==> config.mk <==
export PLATFORM = sky130hd
export DESIGN_NAME = bin_to_bcd_seq
export DESIGN_NICKNAME = d
export VERILOG_FILES = /design/src/rtl/bin_to_bcd_seq.sv
export SDC_FILE = /design/constraint.sdc
export NUM_CORES = 1
export LEC_CHECK = 0
export ABC_AREA = 1
export BUFFER_PORTS_ARGS = -buffer_cell sky130_fd_sc_hd__clkbuf_2
export CAP_MARGIN = 30
export CORE_MARGIN = 2
export CORE_UTILIZATION = 50
export DETAILED_ROUTE_END_ITERATION = 8
export HOLD_SLACK_MARGIN = 0.12
export PLACE_DENSITY = 0.71
export REMOVE_ABC_BUFFERS = 1
export SKIP_CTS_REPAIR_TIMING = 1
export SLEW_MARGIN = 40
export SYNTH_ARGS = -nofsm -noshare
export SYNTH_HDL_FRONTEND = slang
export SYNTH_SLANG_ARGS = --single-unit
==> constraint.sdc <==
create_clock -name clk -period 1.45 [get_ports clk]
set_clock_uncertainty 0.1 [all_clocks]
set_input_delay 0.0725 -clock clk [delete_from_list [all_inputs] [get_ports clk]]
set_output_delay 0.0725 -clock clk [all_outputs]
set_load 0.05 [all_outputs]
==> src/rtl/bin_to_bcd_seq.sv <==
// Sequential double-dabble converter: 14-bit unsigned binary to four packed BCD digits.
// Define BCD_SATURATE_EN to clamp inputs above 9999 to 16'h9999 and flag overflow.
//
// state | meaning
// IDLE  | waiting for start; outputs hold the last result
// CONV  | one add-3/shift step per cycle, 14 steps in total
// DONE  | new result visible for one cycle, done pulses
module bin_to_bcd_seq (
  input  logic        clk,
  input  logic        reset,
  input  logic        start,
  input  logic [13:0] bin,
  output logic [15:0] bcd,
  output logic        busy,
  output logic        done,
  output logic        overflow
);

  typedef enum logic [1:0] {
    IDLE = 2'd0,
    CONV = 2'd1,
    DONE = 2'd2
  } state_t;

  state_t      state;
  state_t      state_next;
  logic [13:0] shift_q;
  logic [19:0] scratch_q;
  logic [3:0]  cnt_q;
  logic [15:0] bcd_q;
  logic [19:0] adj;
  logic [33:0] step;
  logic        last;

  // Digit 4 never exceeds 1 for a 14-bit input, so its adjust never fires in practice.
  always_comb begin
    adj = scratch_q;
    for (int i = 0; i < 5; i++) begin
      if (scratch_q[i*4 +: 4] >= 4'd5) begin
        adj[i*4 +: 4] = scratch_q[i*4 +: 4] + 4'd3;
      end
    end
  end

  assign step = {adj, shift_q} << 1;
  assign last = (cnt_q == 4'd1);

  always_ff @(posedge clk) begin
    if (reset) begin
      state <= IDLE;
    end else begin
      state <= state_next;
    end
  end

  always_comb begin
    state_next = state;
    busy       = 1'b0;
    done       = 1'b0;
    case (state)
      IDLE: begin
        if (start) state_next = CONV;
      end
      CONV: begin
        busy = 1'b1;
        if (last) state_next = DONE;
      end
      DONE: begin
        done       = 1'b1;
        state_next = IDLE;
      end
      default: state_next = IDLE;
    endcase
  end

`ifdef BCD_SATURATE_EN
  logic ovf_q;
`endif

  always_ff @(posedge clk) begin
    if (reset) begin
      shift_q   <= 14'd0;
      scratch_q <= 20'd0;
      cnt_q     <= 4'd0;
      bcd_q     <= 16'd0;
`ifdef BCD_SATURATE_EN
      ovf_q     <= 1'b0;
`endif
    end else begin
      case (state)
        IDLE: begin
          if (start) begin
            shift_q   <= bin;
            scratch_q <= 20'd0;
            cnt_q     <= 4'd14;
          end
        end
        CONV: begin
          scratch_q <= step[33:14];
          shift_q   <= step[13:0];
          cnt_q     <= cnt_q - 4'd1;
          if (last) begin
`ifdef BCD_SATURATE_EN
            if (step[33:30] != 4'd0) begin
              bcd_q <= 16'h9999;
              ovf_q <= 1'b1;
            end else begin
              bcd_q <= step[29:14];
              ovf_q <= 1'b0;
            end
`else
            bcd_q <= step[29:14];
`endif
          end
        end
        default: ;
      endcase
    end
  end

  assign bcd = bcd_q;
`ifdef BCD_SATURATE_EN
  assign overflow = ovf_q;
`else
  assign overflow = 1'b0;
`endif

endmodule

Word-level counts from Yosys, hierarchy flattened:

Cells that the tools add are included.

* register bits after elaboration: 56
* bits of input ports: 17
* output and inout port bits: 19
* word-level logic and storage cells: 42

* add/subtract/negate cells: 6
* $lt $le $gt $ge: 5
* equal/unequal tests: 5
* mux-type cells: 16
* reductions and logical operators: 5

Operator list (number)
* $pmux W20 S2: 1
* $pmux W14 S2: 1
* $ge A4 B3 Y1 const B: 5
* $mux W20: 1
* $mux W4: 5
* $add A4 B2 Y4 const B: 4
* $mux W14: 1
* $pmux W4 S2: 1
* $reduce_and A2 Y1: 3
* $eq A4 B1 Y1 const B: 1
* $mux W2: 2
* $ne A2 B2 Y1 const B: 2
* $pmux W2 S2: 1
* $sub A4 B1 Y4 const B: 1
* $add A3 B2 Y3 const B: 1
* $mux W3: 1
* $eq A2 B1 Y1 const B: 1
* $eq A2 B2 Y1 const B: 1
* $logic_not A2 Y1: 1
* $mux W1: 2
* $reduce_bool A2 Y1: 1

Longest topological paths before layout:

Gate-level depths: netlist of run 1.

* depth in word-level cells: 3
* gate-level depth with buffers: 9
* gate-level depth less buffers: 9

Worst setup path after synthesis of run 1:

No wires, ideal clock.

* path kind: reg2reg
* start point: reg scratch_q[8]
* end point: reg bcd_q[10] (netlist: bcd[10])
* library setup time: 0.118 ns
* arrival: 1.123 ns
* path slack: 0.109 ns
* stages on the path, launching flop included: 9
* path buffers: 0
* period minus slack after synthesis: 1.341 ns
* cell sequence: dfxtp_1 > inv_1 > ha_1 > inv_1 > nand2_1 > nand3_1 > nand2_1 > a21oi_1 > nor2_1

* word-level cells in the longest chain between the ends: 2
* elaborated cells on any way between the ends: 3
* those cells by class: 1 x add/sub; 1 x order compare; 1 x mux

RTL lines
* from (decl): RTL line 28 `logic [19:0] scratch_q;`
* from (signal assigned): RTL line 99 `scratch_q <= step[33:14];`
* $add A4 B2 Y4 / $ge A4 B3 Y1 (equally long branches): RTL line 40, 39
* $mux W4 (*): RTL line 39 `if (scratch_q[i*4 +: 4] >= 4'd5) begin`
* to (signal assigned): RTL line 112 `bcd_q <= step[29:14];`
* to (decl): RTL line 30 `logic [15:0] bcd_q;`

Mark *: on every way between the ends. The rest lies on a longest branch, timed or not.
A chain may end at the register's enable or synchronous reset.

Final worst setup path of run 1:

* start point: reg scratch_q[4]
* end point: reg scratch_q[5]

* word-level cells in the longest chain between the ends: 3
* elaborated cells on any way between the ends: 4
* those cells by class: 1 x add/sub; 1 x order compare; 2 x mux

RTL lines
* $add A4 B2 Y4 / $ge A4 B3 Y1 (equally long branches): RTL line 40, 39
* $mux W4 (*): RTL line 39
* $pmux W20 S2 (*): RTL line 90 `case (state)`

Marked as above.

==> results of run 1 <==
-- worst max path at each step --
stage	from	to	slack [ns]
CTS	state[0]	busy	-0.02
finish	scratch_q[4]	scratch_q[5]	0.03
floorplan	state[0]	shift_q[1]	-0.53
global route	scratch_q[4]	scratch_q[5]	-0.03
detailed placement	scratch_q[5]	bcd[6]	-0.004
global placement	scratch_q[5]	bcd[6]	0.03
-- worst min-delay path: cells and delay by family, from the launching register on --
family,cells,cell delay [ns]
flip-flops,1,0.32
AND/OR/NAND/NOR,1,0.06
AO/OA/AOI/OAI,1,0.05
-- sequential cells by signal, indices dropped and copies added, names as in the netlist --
register	flops
bcd	16
cnt_q	4
scratch_q	16
shift_q	14
state	2
-- layout make-up --
type	count	area share, %
flip-flops and latches	52	32.86
inverters	38	4.633
clock inverters	1	0.9423
multi-input cells	252	39.18
repair buffers	67	16.73
clock buffers	7	3.023
well taps	67	2.631
-- metal layers --
layer  vias to the layer above  GRT usage [%]  wire length (um)
li1                       1269              -                 -
met1                      1122          27.49              2709
met2                        63          30.85              2851
met3                         6          2.846               309
met4                         0          8.687                60
met5                         -              0                 0
-- power by group through the flow --
stage	Sequential, uW	Combinational (uW)	Clock, uW
2_1_floorplan	1570	188	0
3_3_place_gp	1540	361	0
3_5_place_dp	1540	366	0
4_1_cts	1510	367	1120
5_1_grt	1520	472	1170
6_report	1510	430	1080
-- cells by family after synthesis --
logic type,Yosys count,synth area share [%]
AOI/OAI and AO/OA,60,12.91
adders and majority gates,10,5.081
buffers and inverters,55,9.298
DFF,52,42.28
other,1,0.1523
and+or+nand+nor,181,30.28
-- cells in the final DEF (no fill, tap or decap), types with 5 or more instances in the layout --
| master | synthesis | routed |
|---|---|---|
| nand2_1 | 115 | 111 |
| dfxtp_1 | 52 | 47 |
| a21oi_1 | 35 | 35 |
| inv_1 | 37 | 34 |
| clkbuf_2 | 0 | 33 |
| nand3_1 | 33 | 29 |
| nor2_1 | 23 | 22 |
| dlygate4sd3_1 | 0 | 16 |
| o21ai_0 | 14 | 14 |
| buf_4 | 2 | 9 |
| nand4_1 | 8 | 8 |
| ha_1 | 10 | 8 |
| clkbuf_8 | 0 | 7 |
| dfxtp_2 | 0 | 5 |
-- stage by stage --
stage / setup TNS, ns / instance area, um^2 / utilization [%]
finish: 0 / 3187 / 67.47
global route: -0.1626 / 3187 / 67.47
CTS: -0.06720 / 2898 / 61.35
detailed placement: -0.003732 / 2771 / 58.68
global placement: 0 / 2771 / 58.68
floorplan: -20.91 / 2376 / -
==> flow_summary.ini, run 1 <==
[floorplan]
core-area_um2 = 4723
die_h_um = 74.18
io_pins = 36
dieArea_um2 = 5502
fp.dieW_um = 74.18
initial_core_util_pct = 52.13
num_rows = 25

[power]
pwr-share-seq_pct = 50.0
power_uw = 3027
power_switching_uw = 763.4
p_sw_share_pct = 25.22
power.density_nw_per_um2 = 949.9
internal_power_uw = 2264
leakage_uw = 0.001506
ir_drop_uv = 581.6
pwr-share-clk_pct = 35.8
pwr-share-comb_pct = 14.2

[finish]
diodes = 0
nets = 443
seqCellArea_um2 = 1047
area_growth_pct = 29.42
drive_gt1_share_pct = 19.66
n_fill_cell = 402
multiInputGateArea_um2 = 1249
fin_cells = 484

[critical_path]
endpoint_kind = flip-flop
crit_family = simple AND/OR/NAND/NOR gates
reg2reg_slack_ns = 0.03
r2r_end = scratch_q[5]
cp_slowest_stage_delay_ns = 0.32
cp_data_arrival_time_ns = 1.56
path_depth = 7
worstPathRequired_ns = 1.59
r2r_cells = 7
crit_chain = buf_4, ha_1, nand2_1, nand3_2, nand2_1, nand3_1, a21oi_1
worstReg2RegStart = scratch_q[4]
cp_max_fo = 4
critical_path_class = flip-flop to flip-flop
setup.worst_path.start_class = flip-flop
path_common_cell = nand2_1
cpMaxStageDelayCell = dfxtp_1
critPathBufInv = 1

[drt]
drc_errors = 0
num_vias = 2460
ant_nets = 0
avgViaCountPerCell = 5.083
post_drt_wl_per_cell_um = 12.25
dr.pass1.iters = 5
routed_wl_mm = 5.930
drt_first_iter_violations = 136

[yosys]
async_flop_share_pct = 0
netlist_area_um2 = 2462
yosys_warnings = 0
ys_seq_elements = 52
yosysSeqAreaShare_pct = 42.28
synth_area_leaders = dfxtp_1 (42%), nand2_1 (18%), a21oi_1 (7.1%)
netlist.area_leader.share_pct = 42.28
synth_commonest_cells = nand2_1 (115), dfxtp_1 (52), inv_1 (37), a21oi_1 (35), nand3_1 (33)
synth_area_per_cell_um2 = 6.859
synth_edf_count = 0
yosysMostFrequentCell = nand2_1
yosysUniqueCellTypes = 22
syn_inst = 359
synth_area_leader_cell = dfxtp_1
synthFlopType = dfxtp_1

[placement]
dp_slack_ns = -0.003732
routabilityCongestion = 0.8686
dp_hpwl_mm = 3.464
dp_cells = 456
buffer_ports.inserted = 34

[sta]
fin_crit_ns = 1.419
timing.fmax_ghz = 0.7049
finalSetupViolations = 0
rsz0062_at_grt = yes
slew_viol_final = 0
layout_setup_ws_ns = 0.03136
hold_viol = 0
whs_ns = 0.3683
finalCritPeriodShare_pct = 97.84

[clock_network]
cts_tree = done
insertion_delay_ns = 0.31
clockBufferDepth = 2
cts.sinks = 52
h-tree-depth = 2
clk_pin_slew_worst_paths_ns = 0.09
cts-root-buf = clkbuf_8
numCtsBuffers = 5

[global_route]
first_global_vias = 1953
globalRouteOverflowTotal = 0
grt_first_pass_wirelength_mm = 8.487
antenna_found_initial = 0
grt_usage_pct = 19.85
grt_max_degree = 33

[hold_path]
min_path_cells = 2
holdPathEnd = scratch_q[13]
hold_class = flip-flop to flip-flop
hold_start = scratch_q[13]

[run]
drv_cap = 0

[run_status]
status = completed
Note: power is estimated with default switching activity, not from simulation.
==> inputs of run 2 (changes only) <==
Settings changed: CORE_UTILIZATION 50 to 48, PLACE_DENSITY 0.71 to 0.69.
==> run 2 against run 1 <==
Final cell count decreased by 0.21%. Maximum frequency up 1.4%. Largest power group unchanged. Sequential share of layout area grew 0.35 points. Total power shrank 5.6%. Clock power is 17% lower. Register-to-register slack better by 0.02 ns.
==> flow_summary.ini, run 2 (synthesis gave the netlist of run 1 again) <==
[clock_network]
clk_pin_slew_worst_paths_ns = 0.09
insertion_delay_ns = 0.30
cts.sinks = 52
cts-root-buf = clkbuf_8
h-tree-depth = 2
cts_tree = done
numCtsBuffers = 5
clockBufferDepth = 2

[run]
drv_cap = 0

[finish]
fin_cells = 483
final_cell_mix = nand2_1 (109), dfxtp_1 (47), inv_1 (33), a21oi_1 (33), clkbuf_2 (33)
multiInputGateArea_um2 = 1274
final_core_util_pct = 62.68
final_common_cell = nand2_1
area_growth_pct = 28.35
seqCellArea_um2 = 1050
nets = 440
drive_gt1_share_pct = 20.82
n_fill_cell = 445
finalInstanceArea_um2 = 3161
diodes = 0

[drt]
avgViaCountPerCell = 5.031
post_drt_wl_per_cell_um = 12.35
drt_first_iter_violations = 170
drc_errors = 0
ant_nets = 0
num_vias = 2430
dr.pass1.iters = 4
routed_wl_mm = 5.966

[critical_path]
worstPathRequired_ns = 1.60
endpoint_kind = flip-flop
setup.worst_path.start_class = flip-flop
cp_max_fo = 5
critical_path_class = flip-flop to flip-flop
cp_data_arrival_time_ns = 1.55

[sta]
layout_setup_ws_ns = 0.05063
fin_crit_ns = 1.399
hold_viol = 0
finalSetupViolations = 0
rsz0062_at_grt = yes
finalCritPeriodShare_pct = 96.51
tightest_slew_ns = 0.5316
timing.fmax_ghz = 0.7146
slew_viol_final = 0
relSlewSlack_pct = 64.52

[global_route]
globalRouteOverflowTotal = 0
grt_first_pass_wirelength_mm = 8.362
antenna_found_initial = 0
first_global_vias = 1877
grt_usage_pct = 19.18
grt_max_degree = 33

[placement]
dp_hpwl_mm = 3.445
dp_slack_ns = -0.01279
dp_cells = 458
buffer_ports.inserted = 34
dpl_cell_area_um2 = 2780
routabilityCongestion = 0.8667

[power]
ir_drop_uv = 484.9
power.density_nw_per_um2 = 904.3
leakage_uw = 0.001496

[hold_path]
hold_class = input port to flip-flop

[floorplan]
initial_core_util_pct = 48.83
fp.dieW_um = 75.63
dieArea_um2 = 5719
num_rows = 26
io_pins = 36
die_h_um = 75.63
core-area_um2 = 5042

[run_status]
status = completed
-- run 2: cell types whose count changed in the layout (fill, tap and decap cells not counted), sizes merged --
cell / before / now
clkbuf: 40 / 41
dlygate4sd3: 16 / 14
buf: 18 / 16
bufinv: 1 / 0
-- run 2: power breakdown --
part	total, uW	internal [uW]	switching, uW	leakage (uW)
Sequential	1510	1480	30.8	0.000425
Combinational	445	184	261	0.00102
Clock	901	426	474	0.0000503
-- run 2: metal layers --
metal	part of all wire, %	up-vias	routed length (um)	track usage, %
met4	1.1	0	65	5.848
met1	45	1113	2703	26.15
met3	4.0	7	241	4.233
met5	0	-	0	0
li1	-	1261	-	-
met2	50	49	2955	30.53
-- run 2: area by class of cell --
class	count	share of cell area (%)
inverter	38	4.592
multi-input combinational	252	40.30
tap	70	2.771
sequential	52	33.21
timing repair buffer	64	16.07
clock buffer	7	3.048
-- run 2: path summary, 6_finish.rpt --
kind            start       end  slack (ns)  cells past startpoint
max          cnt_q[1]    bcd[1]        0.05                      7
min             start  cnt_q[0]        0.13                      4
max reg2reg  cnt_q[1]    bcd[1]        0.05                      7
min reg2reg   bcd[15]   bcd[15]        0.37                      2
-- run 2: stage by stage --
step	total power [uW]	hold slack, ns	setup TNS [ns]
after CTS	2802	-0.1055	-0.3349
after global placement	1914	0.2153	0
after floorplan	1754	0.04157	-20.91
final	2858	0.1258	0
after detailed placement	1921	0.2249	-0.01279
after global routing	2967	0.1548	-0.1485
-- run 2: critical path: stages, from the launching register on --
cell and delay, ns:
dfxtp_1 0.32, inv_2 0.06, ha_2 0.17, nand3_2 0.10, nor2_4 0.21, buf_4 0.17, o21ai_0 0.08, nor2_1 0.13
==> inputs of run 3 (changes only) <==
Settings changed: CORE_UTILIZATION 48 to 59, CTS_BUF_LIST set to sky130_fd_sc_hd__clkbuf_8, PLACE_DENSITY 0.69 to 0.82, RECOVER_POWER set to 100.
==> run 3 against run 2 <==
The flow now finishes with violations (negative setup slack). Via count rose by 5.9%. Core utilization grew 15 points. Maximum frequency fell by 6.1%. Register-to-register slack worse by 0.09 ns. Critical path depth did not move. Global-route usage is 5.2 points higher. Final cell count shrank 3.7%. Non-clock buffer count up 2. Sequential share of layout area increased by 0.48 points. Critical endpoint is now bcd[7]. Largest power group unchanged.
==> flow_summary.ini, run 3 (synthesis gave the netlist of run 1 again) <==
[floorplan]
initial_core_util_pct = 61.56
dieArea_um2 = 4706
core-area_um2 = 4000
die_h_um = 68.60
io_pins = 36
num_rows = 23
fp.dieW_um = 68.60

[finish]
final_common_cell = nand2_1
final_cell_mix = nand2_1 (108), dfxtp_1 (47), inv_1 (34)
fin_cells = 465
area_growth_pct = 26.52
nets = 442
finalInstanceArea_um2 = 3115
n_fill_cell = 285
drive_gt1_share_pct = 16.87
diodes = 0

[run_status]
status = finished, violations left
violations = negative setup slack

[placement]
dp_cells = 438
dpl_cell_area_um2 = 2743
buffer_ports.inserted = 34
dp_slack_ns = 0.004761
routabilityCongestion = 0.8565
dp_hpwl_mm = 3.492

[sta]
whs_ns = 0.3692
layout_setup_ws_ns = -0.04094
rsz0062_at_grt = yes
tightest_slew_ns = 0.5952
finalSetupViolations = 15
hold_viol = 0
relSlewSlack_pct = 60.49
slew_viol_final = 0
timing.fmax_ghz = 0.6707
finalCritPeriodShare_pct = 102.8
fin_crit_ns = 1.491

[global_route]
grt_first_pass_wirelength_mm = 8.804
grtUsageMet3_pct = 5.357
busiest_layer = met2
grt_max_degree = 33
use_met2_pct = 40.38
globalRouteOverflowTotal = 0
use_met1_pct = 31.84
grt_usage_pct = 24.36
first_global_vias = 2086
antenna_found_initial = 0

[clock_network]
cts-root-buf = clkbuf_8
clk_pin_slew_worst_paths_ns = 0.09
cts.sinks = 52
numCtsBuffers = 5
h-tree-depth = 2
clockBufferDepth = 2
insertion_delay_ns = 0.32
cts_tree = done

[critical_path]
cp_max_fo = 9
crit_family = simple AND/OR/NAND/NOR gates
crit_chain = inv_2, ha_2, nand3_2, nor2_4, buf_6, nand3_1, a21oi_1
worstPathRequired_ns = 1.60
endpoint_kind = flip-flop
cpMaxStageDelayCell = dfxtp_1
critPathBufInv = 2
cp_data_arrival_time_ns = 1.64
setup.worst_path.start_class = flip-flop
cp_slowest_stage_delay_ns = 0.32
critical_path_class = flip-flop to flip-flop

[run]
drv_cap = 0

[drt]
drt_first_iter_violations = 264
avgViaCountPerCell = 5.535
dr.pass1.iters = 6
routed_wl_mm = 6.456
ant_nets = 0
post_drt_wl_per_cell_um = 13.88
num_vias = 2574
drc_errors = 0

[power]
internal_power_uw = 1979
leakage_uw = 0.001438
power_switching_uw = 781.5
p_sw_share_pct = 28.31
ir_drop_uv = 665.8
pwr-share-comb_pct = 16.2
pwr-share-seq_pct = 54.8
power.density_nw_per_um2 = 886.1
pwr-share-clk_pct = 29.0

[hold_path]
hold_class = flip-flop to flip-flop
==> run 3: cell types whose count changed in the layout (fill, tap and decap cells not counted), sizes merged <==
cell	before	now
dlygate4sd3	14	16
buf	16	15
clkbuf	41	40
clkinv	0	1
inv	38	39
==> run 3: stage by stage <==
stage | power, uW | utilization, % | setup TNS [ns]
after floorplan | 1754 | - | -20.91
final | 2761 | 77.89 | -0.3126
after CTS | 2674 | 70.50 | -0.07465
after detailed placement | 1912 | 68.56 | 0
after global placement | 1899 | 68.56 | 0
after global routing | 2850 | 77.89 | -1.544
==> run 3: layout make-up <==
type                       instances  area [um^2]  share of cell area [%]
tap                               50        62.56                   2.008
timing repair buffer              66        504.2                   16.18
multi-input combinational        252         1276                   40.96
clock inverter                     2        8.758                  0.2811
sequential                        52         1050                   33.69
inverter                          38        145.1                   4.659
clock buffer                       5        68.82                   2.209
==> run 3: worst reg2reg max path: cells and delay by family (launching register included) <==
family | cells | cell delay [ns]
adders and majority gates | 1 | 0.19
AOI/OAI and AO/OA | 1 | 0.12
DFF | 1 | 0.32
buffers and inverters | 2 | 0.25
and+or+nand+nor | 3 | 0.44
==> run 3: path summary, 6_finish.rpt <==
kind	startpoint	to	slack, ns	depth (start not counted)
worst max-delay path	cnt_q[1]	bcd[7]	-0.04	7
worst min-delay path	scratch_q[13]	scratch_q[13]	0.37	2
worst max register to register	cnt_q[1]	bcd[7]	-0.04	7
worst min register to register	scratch_q[13]	scratch_q[13]	0.37	2
==> run 3: per-layer routing <==
layer | wire (um) | share of wire [%]
met2 | 3191 | 49
met1 | 2679 | 41
met5 | 0 | 0
met3 | 479 | 7.4
met4 | 106 | 1.6
==> run 3: power by group through the flow <==
| stage | Combinational [uW] | Clock, uW | Sequential, uW |
|---|---|---|---|
| CTS | 373 | 792 | 1510 |
| global placement | 359 | 0 | 1540 |
| finish | 448 | 800 | 1510 |
| floorplan | 188 | 0 | 1570 |
| detailed placement | 370 | 0 | 1540 |
| global route | 489 | 842 | 1520 |
